--- src/rtl/systolic_seq_ctrl.sv ---
// Sequencer for a K x N weight-stationary systolic MAC array: clear, load weight
// rows, stream skewed input lanes, and flag per-column result captures.
module systolic_seq_ctrl #(
   parameter int M     = 5,
   parameter int N     = 3,
   parameter int K     = 4,
   parameter int CNT_W = 5,
   parameter int KW    = 2
) (
   input  logic             clk,
   input  logic             rst_n,
   input  logic             start,
   input  logic             abort,
   output logic             busy,
   output logic             done,
   output logic             array_clr,
   output logic             w_load_en,
   output logic [KW-1:0]    w_load_row,
   output logic [K-1:0]     x_lane_en,
   output logic [CNT_W-1:0] x_t,
   output logic [N-1:0]     y_col_en
);

   localparam int T_LAST = M + N + K - 2;
   localparam logic [CNT_W-1:0] T_LAST_C   = CNT_W'(T_LAST);
   localparam logic [KW-1:0]    ROW_LAST_C = KW'(K - 1);

   typedef enum logic [2:0] {
      S_IDLE   = 3'd0,
      S_CLR    = 3'd1,
      S_LOAD   = 3'd2,
      S_STREAM = 3'd3,
      S_DONE   = 3'd4
   } state_t;

   state_t           r_state;
   state_t           w_state_next;
   logic [KW-1:0]    r_row;
   logic [KW-1:0]    w_row_next;
   logic [CNT_W-1:0] r_t;
   logic [CNT_W-1:0] w_t_next;

   // One extra bit so window ends up to T_LAST+1 never alias to zero.
   logic [CNT_W:0]   w_t_ext;
   logic [K-1:0]     w_x_win;
   logic [N-1:0]     w_y_win;

   assign w_t_ext = {1'b0, r_t};

   always_ff @(posedge clk or negedge rst_n) begin
      if (!rst_n) begin
         r_state <= S_IDLE;
         r_row   <= '0;
         r_t     <= '0;
      end else begin
         r_state <= w_state_next;
         r_row   <= w_row_next;
         r_t     <= w_t_next;
      end
   end

   always_comb begin
      w_state_next = r_state;
      w_row_next   = r_row;
      w_t_next     = r_t;
      case (r_state)
         S_IDLE: begin
            if (start) begin
               w_state_next = S_CLR;
               w_row_next   = '0;
               w_t_next     = '0;
            end
         end
         S_CLR: begin
            w_state_next = S_LOAD;
            w_row_next   = '0;
            w_t_next     = '0;
         end
         S_LOAD: begin
            if (r_row == ROW_LAST_C) begin
               w_state_next = S_STREAM;
               w_row_next   = '0;
               w_t_next     = '0;
            end else begin
               w_row_next = r_row + 1'b1;
            end
         end
         S_STREAM: begin
            if (r_t == T_LAST_C) begin
               w_state_next = S_DONE;
               w_t_next     = '0;
            end else begin
               w_t_next = r_t + 1'b1;
            end
         end
         S_DONE: begin
            w_state_next = S_IDLE;
            w_row_next   = '0;
            w_t_next     = '0;
         end
         default: begin
            w_state_next = S_IDLE;
            w_row_next   = '0;
            w_t_next     = '0;
         end
      endcase
      if (abort && (r_state != S_IDLE)) begin
         w_state_next = S_IDLE;
         w_row_next   = '0;
         w_t_next     = '0;
      end
   end

   // Window test as (t - lo) < M: a t below lo wraps to a huge value and fails.
   genvar gi;
   generate
      for (gi = 0; gi < K; gi++) begin : g_x_win
         localparam logic [CNT_W:0] X_LO = (CNT_W + 1)'(gi);
         assign w_x_win[gi] = ((w_t_ext - X_LO) < (CNT_W + 1)'(M));
      end
      for (gi = 0; gi < N; gi++) begin : g_y_win
         localparam logic [CNT_W:0] Y_LO = (CNT_W + 1)'(K + gi);
         assign w_y_win[gi] = ((w_t_ext - Y_LO) < (CNT_W + 1)'(M));
      end
   endgenerate

   always_comb begin
      busy       = 1'b0;
      done       = 1'b0;
      array_clr  = 1'b0;
      w_load_en  = 1'b0;
      w_load_row = '0;
      x_lane_en  = '0;
      x_t        = '0;
      y_col_en   = '0;
      case (r_state)
         S_CLR: begin
            busy      = 1'b1;
            array_clr = 1'b1;
         end
         S_LOAD: begin
            busy       = 1'b1;
            w_load_en  = 1'b1;
            w_load_row = r_row;
         end
         S_STREAM: begin
            busy      = 1'b1;
            x_t       = r_t;
            x_lane_en = w_x_win;
            y_col_en  = w_y_win;
         end
         S_DONE: begin
            busy = 1'b1;
            done = 1'b1;
         end
         default: begin
            busy = 1'b0;
         end
      endcase
   end

endmodule
--- config.mk ---
export PLATFORM = sky130hd
export DESIGN_NAME = systolic_seq_ctrl
export DESIGN_NICKNAME = d
export VERILOG_FILES = /design/src/rtl/systolic_seq_ctrl.sv
export SDC_FILE = /design/constraint.sdc
export NUM_CORES = 1
export LEC_CHECK = 0
export BUFFER_PORTS_ARGS = -buffer_cell sky130_fd_sc_hd__buf_2
export CAP_MARGIN = 20
export CORE_MARGIN = 2
export CORE_UTILIZATION = 50
export DETAILED_ROUTE_END_ITERATION = 10
export PLACE_DENSITY = 0.7
export REMOVE_ABC_BUFFERS = 1
export SKIP_LAST_GASP = 1
export SLEW_MARGIN = 10
export SYNTH_ARGS = -nofsm -noshare
export SYNTH_HDL_FRONTEND = slang
export SYNTH_SLANG_ARGS = --single-unit
--- constraint.sdc ---
create_clock -name clk -period 4.15 [get_ports clk]
set_input_delay 0.83 -clock clk [delete_from_list [all_inputs] [get_ports clk]]
set_output_delay 0.83 -clock clk [all_outputs]
set_load 0.02 [all_outputs]
Word level (Yosys, flattened, before mapping)
Cells that the tools add are included.
{"block": "word_totals", "regBits": 10, "inputBits": 4, "output_inout_bits": 18}
{"block": "classes", "n_addsub": 8, "n_lt_le_gt_ge": 7, "eq_ne": 10, "mux": 22, "reduce_logical": 7}
{"cell": "6-bit by 3-bit less-than comparator with 1-bit output (second input constant)", "n": 6}
{"cell": "5-bit two-way mux", "n": 5}
{"cell": "5-bit by 3-bit subtractor with 6-bit output (second input constant)", "n": 3}
{"cell": "3-bit two-way mux", "n": 5}
{"cell": "5-bit one-hot mux with 3 select lines", "n": 1}
{"cell": "3-bit one-hot mux with 4 select lines", "n": 1}
{"cell": "5-bit by 2-bit subtractor with 6-bit output (second input constant)", "n": 2}
{"cell": "3-bit inequality test (second input constant)", "n": 3}
{"cell": "2-bit two-way mux", "n": 4}
{"cell": "3-bit by 2-bit == test with 1-bit output (second input constant)", "n": 2}
{"cell": "2-bit one-hot mux with 3 select lines", "n": 1}
{"cell": "5-bit by 1-bit subtractor with 6-bit output (second input constant)", "n": 1}
{"cell": "5-bit by 1-bit adder with 5-bit output (second input constant)", "n": 1}
{"cell": "5-bit by 4-bit == test with 1-bit output (second input constant)", "n": 1}
{"cell": "5-bit by 3-bit less-than comparator with 1-bit output (second input constant)", "n": 1}
{"cell": "1-bit two-way mux", "n": 4}
{"cell": "4-bit two-way mux", "n": 1}
{"cell": "2-bit AND reduction", "n": 2}
{"cell": "4-bit OR reduction", "n": 1}
{"cell": "3-bit by 1-bit == test with 1-bit output (second input constant)", "n": 1}
{"cell": "3-bit == test (second input constant)", "n": 1}
{"cell": "3-bit logical NOT", "n": 1}
{"cell": "3-bit AND reduction", "n": 1}
{"cell": "3-bit nonzero test", "n": 1}
{"cell": "other kinds (4)", "n": 4}

Depth between registers and ports, before layout
Gate-level depths: netlist (run 1).
{"block": "depth", "depth_word": 4, "mapped_depth": 7, "mapped_depth_nobuf": 6}

Worst setup path before layout (run 1)
No wires, ideal clock.
{"block": "synth_path", "path_type": "register to output", "start": "register r_t[2]", "end": "output port x_lane_en[2]", "arrival_ns": 2.144, "slack_ns": 1.176, "stages_incl_launch_ff": 6, "path_buffers": 0, "cell_sequence": "dfrtp_1 > inv_1 > ha_1 > nand2_1 > xnor2_1 > a2111oi_0"}
{"block": "synth_via", "elab_chain_cells": 3}
{"element": "start: declaration", "line": "40", "text": "logic [CNT_W-1:0] r_t;"}
{"element": "start signal: assignment", "line": "58", "text": "r_t <= w_t_next;"}
{"element": "5-bit by 2-bit subtractor with 6-bit output", "line": "119", "text": "assign w_x_win[gi] = ((w_t_ext - X_LO) < (CNT_W + 1)'(M));"}
{"element": "6-bit by 3-bit less-than comparator with 1-bit output", "line": "119"}
{"element": "4-bit two-way mux", "line": "136", "text": "case (r_state)"}
{"element": "end: declaration", "line": "19", "text": "output logic [K-1:0] x_lane_en,"}
Every way passes these cells.

Worst setup path after layout (run 1)
{"block": "layout_path", "start": "register r_t[1]", "end": "output port y_col_en[1]"}
{"block": "layout_via", "elab_chain_cells": 3}
{"element": "5-bit by 3-bit subtractor with 6-bit output", "line": "123", "text": "assign w_y_win[gi] = ((w_t_ext - Y_LO) < (CNT_W + 1)'(M));"}
{"element": "6-bit by 3-bit less-than comparator with 1-bit output", "line": "123"}
{"element": "3-bit two-way mux", "line": "136"}
{"element": "end: declaration", "line": "21", "text": "output logic [N-1:0] y_col_en"}
Every way passes these cells.

==> run_results.csv, run 1 <==
group,metric,value,unit
clocking,tritoncts,"done",
clocking,clkSlewWorstSetupHoldPaths,0.07,ns
timing,max_slew.worst_pin.slew,0.576,ns
clocking,clock_latency,0.26,ns
floorplan,die-height,50.4,um
grt,use_met1,27.6,%
floorplan,initial_core_util,53.7,%
layout,area_growth,12.1,%
yosys,async_flop_share,100,%
grt,grt.total_usage,20.4,%
detailed_routing,via_count,976,
yosys,synth-simple-area-share,29.6,%
placement,dp_hpwl,1.80,mm
clocking,htreeDepth,1,
yosys,muxShareOfSynthArea,0,%
timing,setup_viol,0,
grt,overflow,0,
floorplan,core,0.00200,mm^2
job,maxCapViolCount,0,
yosys,synth_area_per_cell,8.33,um^2
worst_setup_path,cp.required,3.32,ns
layout,final-seq-area,250,um^2
worst_setup_path,crit_fanout,8,
timing,finalSetupTns,0,ns
grt,grt_pass1_vias,900,
clocking,cts_sinks,10,
worst_setup_path,worstSetupStartpointType,"flop",
outcome,status,"complete, no violations",
floorplan,ios,22,
clocking,ctsHoldBuffers,0,
grt,grt_pass1_wl,4.07,mm
timing,setup_slack,1.03,ns
timing,finalClockSkew,0.00268,ns
worst_setup_path,crit_arrival,2.29,ns
floorplan,die_w,50.4,um
timing,fmax,320,MHz
timing,period_share,75.3,%
placement,port_buffers,21,
floorplan,rows,16,
clocking,numCtsBuffers,3,
yosys,ys.flop_type,"dfrtp_1",
yosys,synth_fa_ha_area_share,17.5,%
worst_setup_path,path_cells,"inv_1 > ha_1 > nor2b_2 > xnor2_1 > or3_1 > a221oi_2 > buf_2",
layout,drive_gt1_share,22.4,%
timing,finalMaxSlewViolations,0,
detailed_routing,drt_iter0_drc,13,
yosys,netlist_area,0.00107,mm^2
yosys,netlist_instances,129,
worst_setup_path,critPathSlowestCell,"dfrtp_1",
yosys,synth_edf_count,0,
worst_setup_path,critPathCaptureType,"output pin",
placement,detailedPlace.worstSlack,1.32,ns
timing,whs,0.417,ns
timing,period_minus_slack,3.12,ns
detailed_routing,via_per_inst,5.61,
timing,rsz0062_at_grt,"false",
detailed_routing,final_antenna_net_count,0,
worst_setup_path,critPathBufInv,2,
worst_setup_path,cpPeakStageDelay,0.52,ns
yosys,synth_warnings,0,
grt,gr-usage-met3,1.79,%
worst_setup_path,crit_type,"flop to output pin",
layout,final_cell_mix,"buf_2, ha_1, nand2_1",
placement,gp_congestion,0.857,
layout,antennaDiodeCount,0,
yosys,synth-seq-cells,10,
pwr,leakagePower,0.547,nW
clocking,cts_resized,0,
floorplan,fp.dieArea,0.00254,mm^2
detailed_routing,post_drt_wl_per_cell,13.2,um
layout,final_nets,167,
pwr,power.density,320,mW/mm^2
yosys,synthDistinctLibCells,42,
layout,multi_input_area,746,um^2
grt,use_met2,35.5,%
detailed_routing,drt-pass1-iter-count,4,
layout,layout.cells.most_common,"buf_2",
grt,antenna_found_initial,0,
grt,grt_max_degree,17,
clocking,post_cts_buffers,0,
yosys,synth_top_family_by_area,"simple AND/OR/NAND/NOR gates",
yosys,synth_compound_area_share,15.8,%
yosys,synth_xor_area_share,6.52,%
clocking,root_buffer,"clkbuf_4",
timing,max_slew_margin,61.6,%
grt,top_usage_layer,"met2",
layout,fillers,198,
min_path,hp-class,"input port to asynchronous set/reset pin",
detailed_routing,drc_errors,0,
yosys,synth_seq_area_share,23.3,%
clocking,clock_path_buffers,2,
detailed_routing,routed_wl,2.30,mm
timing,hold_viol,0,
worst_setup_path,path_delay_family,"flip-flops",
pwr,irDropWorstVdd,0.000148,V
## routing by layer
layer  vias to the layer above  part of all wire (%)  routed length, um
li1                        491                     -                  -
met1                       461                    49               1120
met2                        22                    47               1080
met3                         2                   3.7                 86
met4                         0                  0.78                 18
met5                         -                     0                  0
## through the flow
step	power [mW]	std cells	cell area [um^2]	utilization (%)
3_5_place_dp	0.302	170	1170	58.4
5_1_grt	0.421	174	1200	60.2
2_1_floorplan	0.253	122	1030	-
6_report	0.385	174	1200	60.2
4_1_cts	0.389	174	1200	60.2
3_3_place_gp	0.298	170	1170	58.4
## power breakdown
| group | internal (mW) | total, mW | switching, mW |
|---|---|---|---|
| sequential | 0.111 | 0.142 | 0.0311 |
| combinational | 0.0601 | 0.157 | 0.0972 |
| clock | 0.0532 | 0.0863 | 0.0331 |
| total | 0.224 | 0.385 | 0.161 |
## kinds of logic after synthesis
| kind of cell | after synthesis |
|---|---|
| DFF | 10 |
| and+or+nand+nor | 56 |
| adders and majority gates | 15 |
| AOI/OAI and AO/OA | 24 |
| xor gates and xnor gates | 8 |
| buffers and inverters | 16 |
## final timing paths
kind / startpoint / endpoint / slack [ns] / cells after the start
setup / recovery: r_t[1] / y_col_en[1] / 1.03 / 7
hold / removal: rst_n / r_t[2] / 0.42 / 1
setup reg to reg: r_t[2] / r_t[3] / 2.36 / 6
hold reg to reg: r_row[0] / r_row[0] / 0.56 / 2
max in group asynchronous: rst_n / r_t[3] / 3.54 / 1
min in group clk: r_row[0] / r_row[0] / 0.56 / 2
## final cells by class
type                            count  share of cell area (%)
Tap cell                           27                    2.80
Inverter                            9                    2.80
Sequential cell                    10                    20.8
Multi-Input combinational cell    103                    61.9
Clock buffer                        4                    3.01
Timing Repair Buffer               21                    8.72
## worst register-to-register path, delay by kind of cell (launching register included)
kind / cells / cell delay (ns)
simple gates: 3 / 0.60
flops: 1 / 0.54
fa+ha+maj: 1 / 0.29
buf+inv: 1 / 0.23
compound gates: 1 / 0.06
## cells in the mapped netlist, types with 2 or more instances
| master | n | area, um^2 |
|---|---|---|
| ha_1 | 15 | 188 |
| nand2_1 | 13 | 48.8 |
| dfrtp_1 | 10 | 250 |
| nor2_1 | 10 | 37.5 |
| xnor2_1 | 8 | 70.1 |
| inv_1 | 7 | 26.3 |
| o21ai_0 | 6 | 30.0 |
| a21oi_1 | 4 | 20.0 |
| nor2b_1 | 4 | 25.0 |
| nor3b_1 | 4 | 30.0 |
| nor4_1 | 4 | 25.0 |
| or3_1 | 4 | 25.0 |
| buf_2 | 3 | 15.0 |
| nand3_1 | 3 | 15.0 |
| a31oi_1 | 2 | 12.5 |
| and2_1 | 2 | 12.5 |
| and3_1 | 2 | 12.5 |
| buf_4 | 2 | 15.0 |
| inv_2 | 2 | 7.51 |
| nor3_1 | 2 | 10.0 |
## sequential cells by signal, indices dropped and copies added, names as in the netlist
signal / flops
r_state: 3
r_t: 5
r_row: 2
Power figures use the tool's default switching activity.
==> inputs of run 2 (changes only) <==
==> constraint.sdc (replaced) <==
create_clock -name clk -period 3 [get_ports clk]
set_input_delay 0.6 -clock clk [delete_from_list [all_inputs] [get_ports clk]]
set_output_delay 0.6 -clock clk [all_outputs]
set_load 0.02 [all_outputs]
==> run_results.csv, run 2 (synthesized netlist as in run 1, its figures left out) <==
group,metric,value,unit
floorplan,initial_core_util,53.7,%
timing,hold_viol,0,
grt,antenna_found_initial,0,
pwr,p_comb_share,42.8,%
timing,finalClockSkew,0.00129,ns
detailed_routing,met2_length,1.22,mm
pwr,sw_frac_of_total,42.5,%
floorplan,die_w,50.4,um
job,maxCapViolCount,0,
floorplan,fp.dieArea,0.00254,mm^2
layout,largest_reg_flops,5,
timing,period_share,95.1,%
outcome,status,"complete, no violations",
worst_setup_path,crit_arrival,2.25,ns
placement,dpl_cell_area,0.00118,mm^2
placement,gp_congestion,0.880,
min_path,hp-class,"input port to asynchronous set/reset pin",
pwr,pwr-share-clk,22.7,%
timing,setup_viol,0,
detailed_routing,top_layer_used,"met4",
clocking,clock_path_buffers,2,
pwr,seqPwrFrac,34.6,%
worst_setup_path,cpPeakStageDelay,0.53,ns
clocking,tritoncts,"done",
detailed_routing,drc_errors,0,
clocking,clock_latency,0.26,ns
pwr,power_switching,0.233,mW
layout,final_cell_mix,"buf_2, ha_1, nand2_1",
timing,finalMaxSlewViolations,0,
worst_setup_path,worstSetupStartpointType,"flop",
layout,utilization,61.9,%
grt,grt_pass1_vias,904,
floorplan,core,0.00200,mm^2
worst_setup_path,critPathSlowestCell,"dfrtp_1",
detailed_routing,drt_iter0_drc,34,
timing,finalSetupTns,0,ns
clocking,numCtsBuffers,3,
detailed_routing,via_count,1019,
worst_setup_path,critPathBufInv,2,
floorplan,ios,22,
detailed_routing,drt-pass1-iter-count,4,
grt,grt.total_usage,21.3,%
detailed_routing,via_per_inst,5.72,
timing,max_slew.worst_pin.slew,0.565,ns
worst_setup_path,crit_fanout,10,
layout,fillers,193,
layout,layout.cells.most_common,"buf_2",
clocking,root_buffer,"clkbuf_4",
layout,reg_top3,"r_t x5, r_state x3, r_row x2",
floorplan,rows,16,
detailed_routing,wl_met1,1.20,mm
worst_setup_path,cp.required,2.40,ns
layout,final_nets,171,
timing,fmax,350,MHz
clocking,clkSlewWorstSetupHoldPaths,0.07,ns
layout,drive_gt1_share,25.8,%
layout,fin_area,0.00124,mm^2
clocking,htreeDepth,1,
grt,grt_max_degree,17,
layout,antennaDiodeCount,0,
pwr,leakagePower,0.563,nW
timing,period_minus_slack,2.85,ns
worst_setup_path,crit_type,"flop to output pin",
layout,area_growth,15.4,%
pwr,irDropWorstVdd,0.000259,V
grt,grt_pass1_wl,4.20,mm
pwr,p_int,0.315,mW
grt,overflow,0,
placement,port_buffers,21,
floorplan,die-height,50.4,um
clocking,cts_sinks,10,
worst_setup_path,critPathCaptureType,"output pin",
detailed_routing,wl_met3,113,um
pwr,power.density,442,mW/mm^2
layout,regMostFlops,"r_t",
timing,max_slew_margin,62.3,%
worst_setup_path,path_delay_family,"flip-flops",
detailed_routing,final_antenna_net_count,0,
detailed_routing,routed_wl,2.55,mm
timing,setup_slack,0.147,ns
placement,detailedPlace.worstSlack,0.377,ns
timing,rsz0062_at_grt,"false",
placement,dp_hpwl,1.85,mm
detailed_routing,post_drt_wl_per_cell,14.3,um
worst_setup_path,path_cells,"inv_2 > ha_1 > nor2b_2 > xnor2_1 > or3_1 > a221oi_2 > buf_2",
## run 2: changes by cell type in the layout (fill, tap and decap cells not counted), sizes merged
cell	delta
buf	+4
inv	-1
clkinvlp	+1
## run 2: timing repair
action | 4_1_cts | 5_1_grt
resized for setup | 0 | 2
endpoints found under the setup margin | 0 | 1
buffers inserted | 0 | 3
hold buffers | 0 | 0
## run 2: layout make-up
type	count	area, um^2	area share (%)
multi-input cells	103	746	60.1
flip-flops and latches	10	251	20.3
repair buffers	25	135	10.9
inverters	9	37.5	3.03
clock buffers	4	36.3	2.93
well taps	27	33.8	2.72
## run 2: layer usage
layer | track usage [%] | up-vias
li1 | - | 496
met1 | 26.9 | 487
met2 | 37.3 | 34
met3 | 3.87 | 2
met4 | 5.41 | 0
met5 | 0 | -
## run 2: path summary, 6_finish.rpt
kind	from	endpoint	slack, ns	cells after the start
max in group asynchronous	rst_n	r_t[1]	2.59	1
max	r_t[3]	y_col_en[1]	0.15	7
max reg2reg	r_t[2]	r_t[3]	1.19	6
min reg2reg	r_row[0]	r_row[0]	0.55	2
min in group clk	r_row[0]	r_row[0]	0.55	2
min	rst_n	r_state[1]	0.19	1
## run 2: power by group through the flow
| stage | combinational (mW) | sequential [mW] | clock [mW] |
|---|---|---|---|
| 3_3_place_gp | 0.228 | 0.189 | 0 |
| 5_1_grt | 0.262 | 0.196 | 0.135 |
| 4_1_cts | 0.232 | 0.189 | 0.125 |
| 6_report | 0.234 | 0.189 | 0.124 |
| 2_1_floorplan | 0.164 | 0.186 | 0 |
| 3_5_place_dp | 0.232 | 0.191 | 0 |
## run 2: stage by stage
step           hold slack [ns]  instances  power [mW]
6_report                 0.193        178       0.548
5_1_grt                  0.192        178       0.593
4_1_cts                  0.198        175       0.545
3_5_place_dp             0.483        171       0.423
3_3_place_gp             0.479        171       0.417
2_1_floorplan            0.304        122       0.350
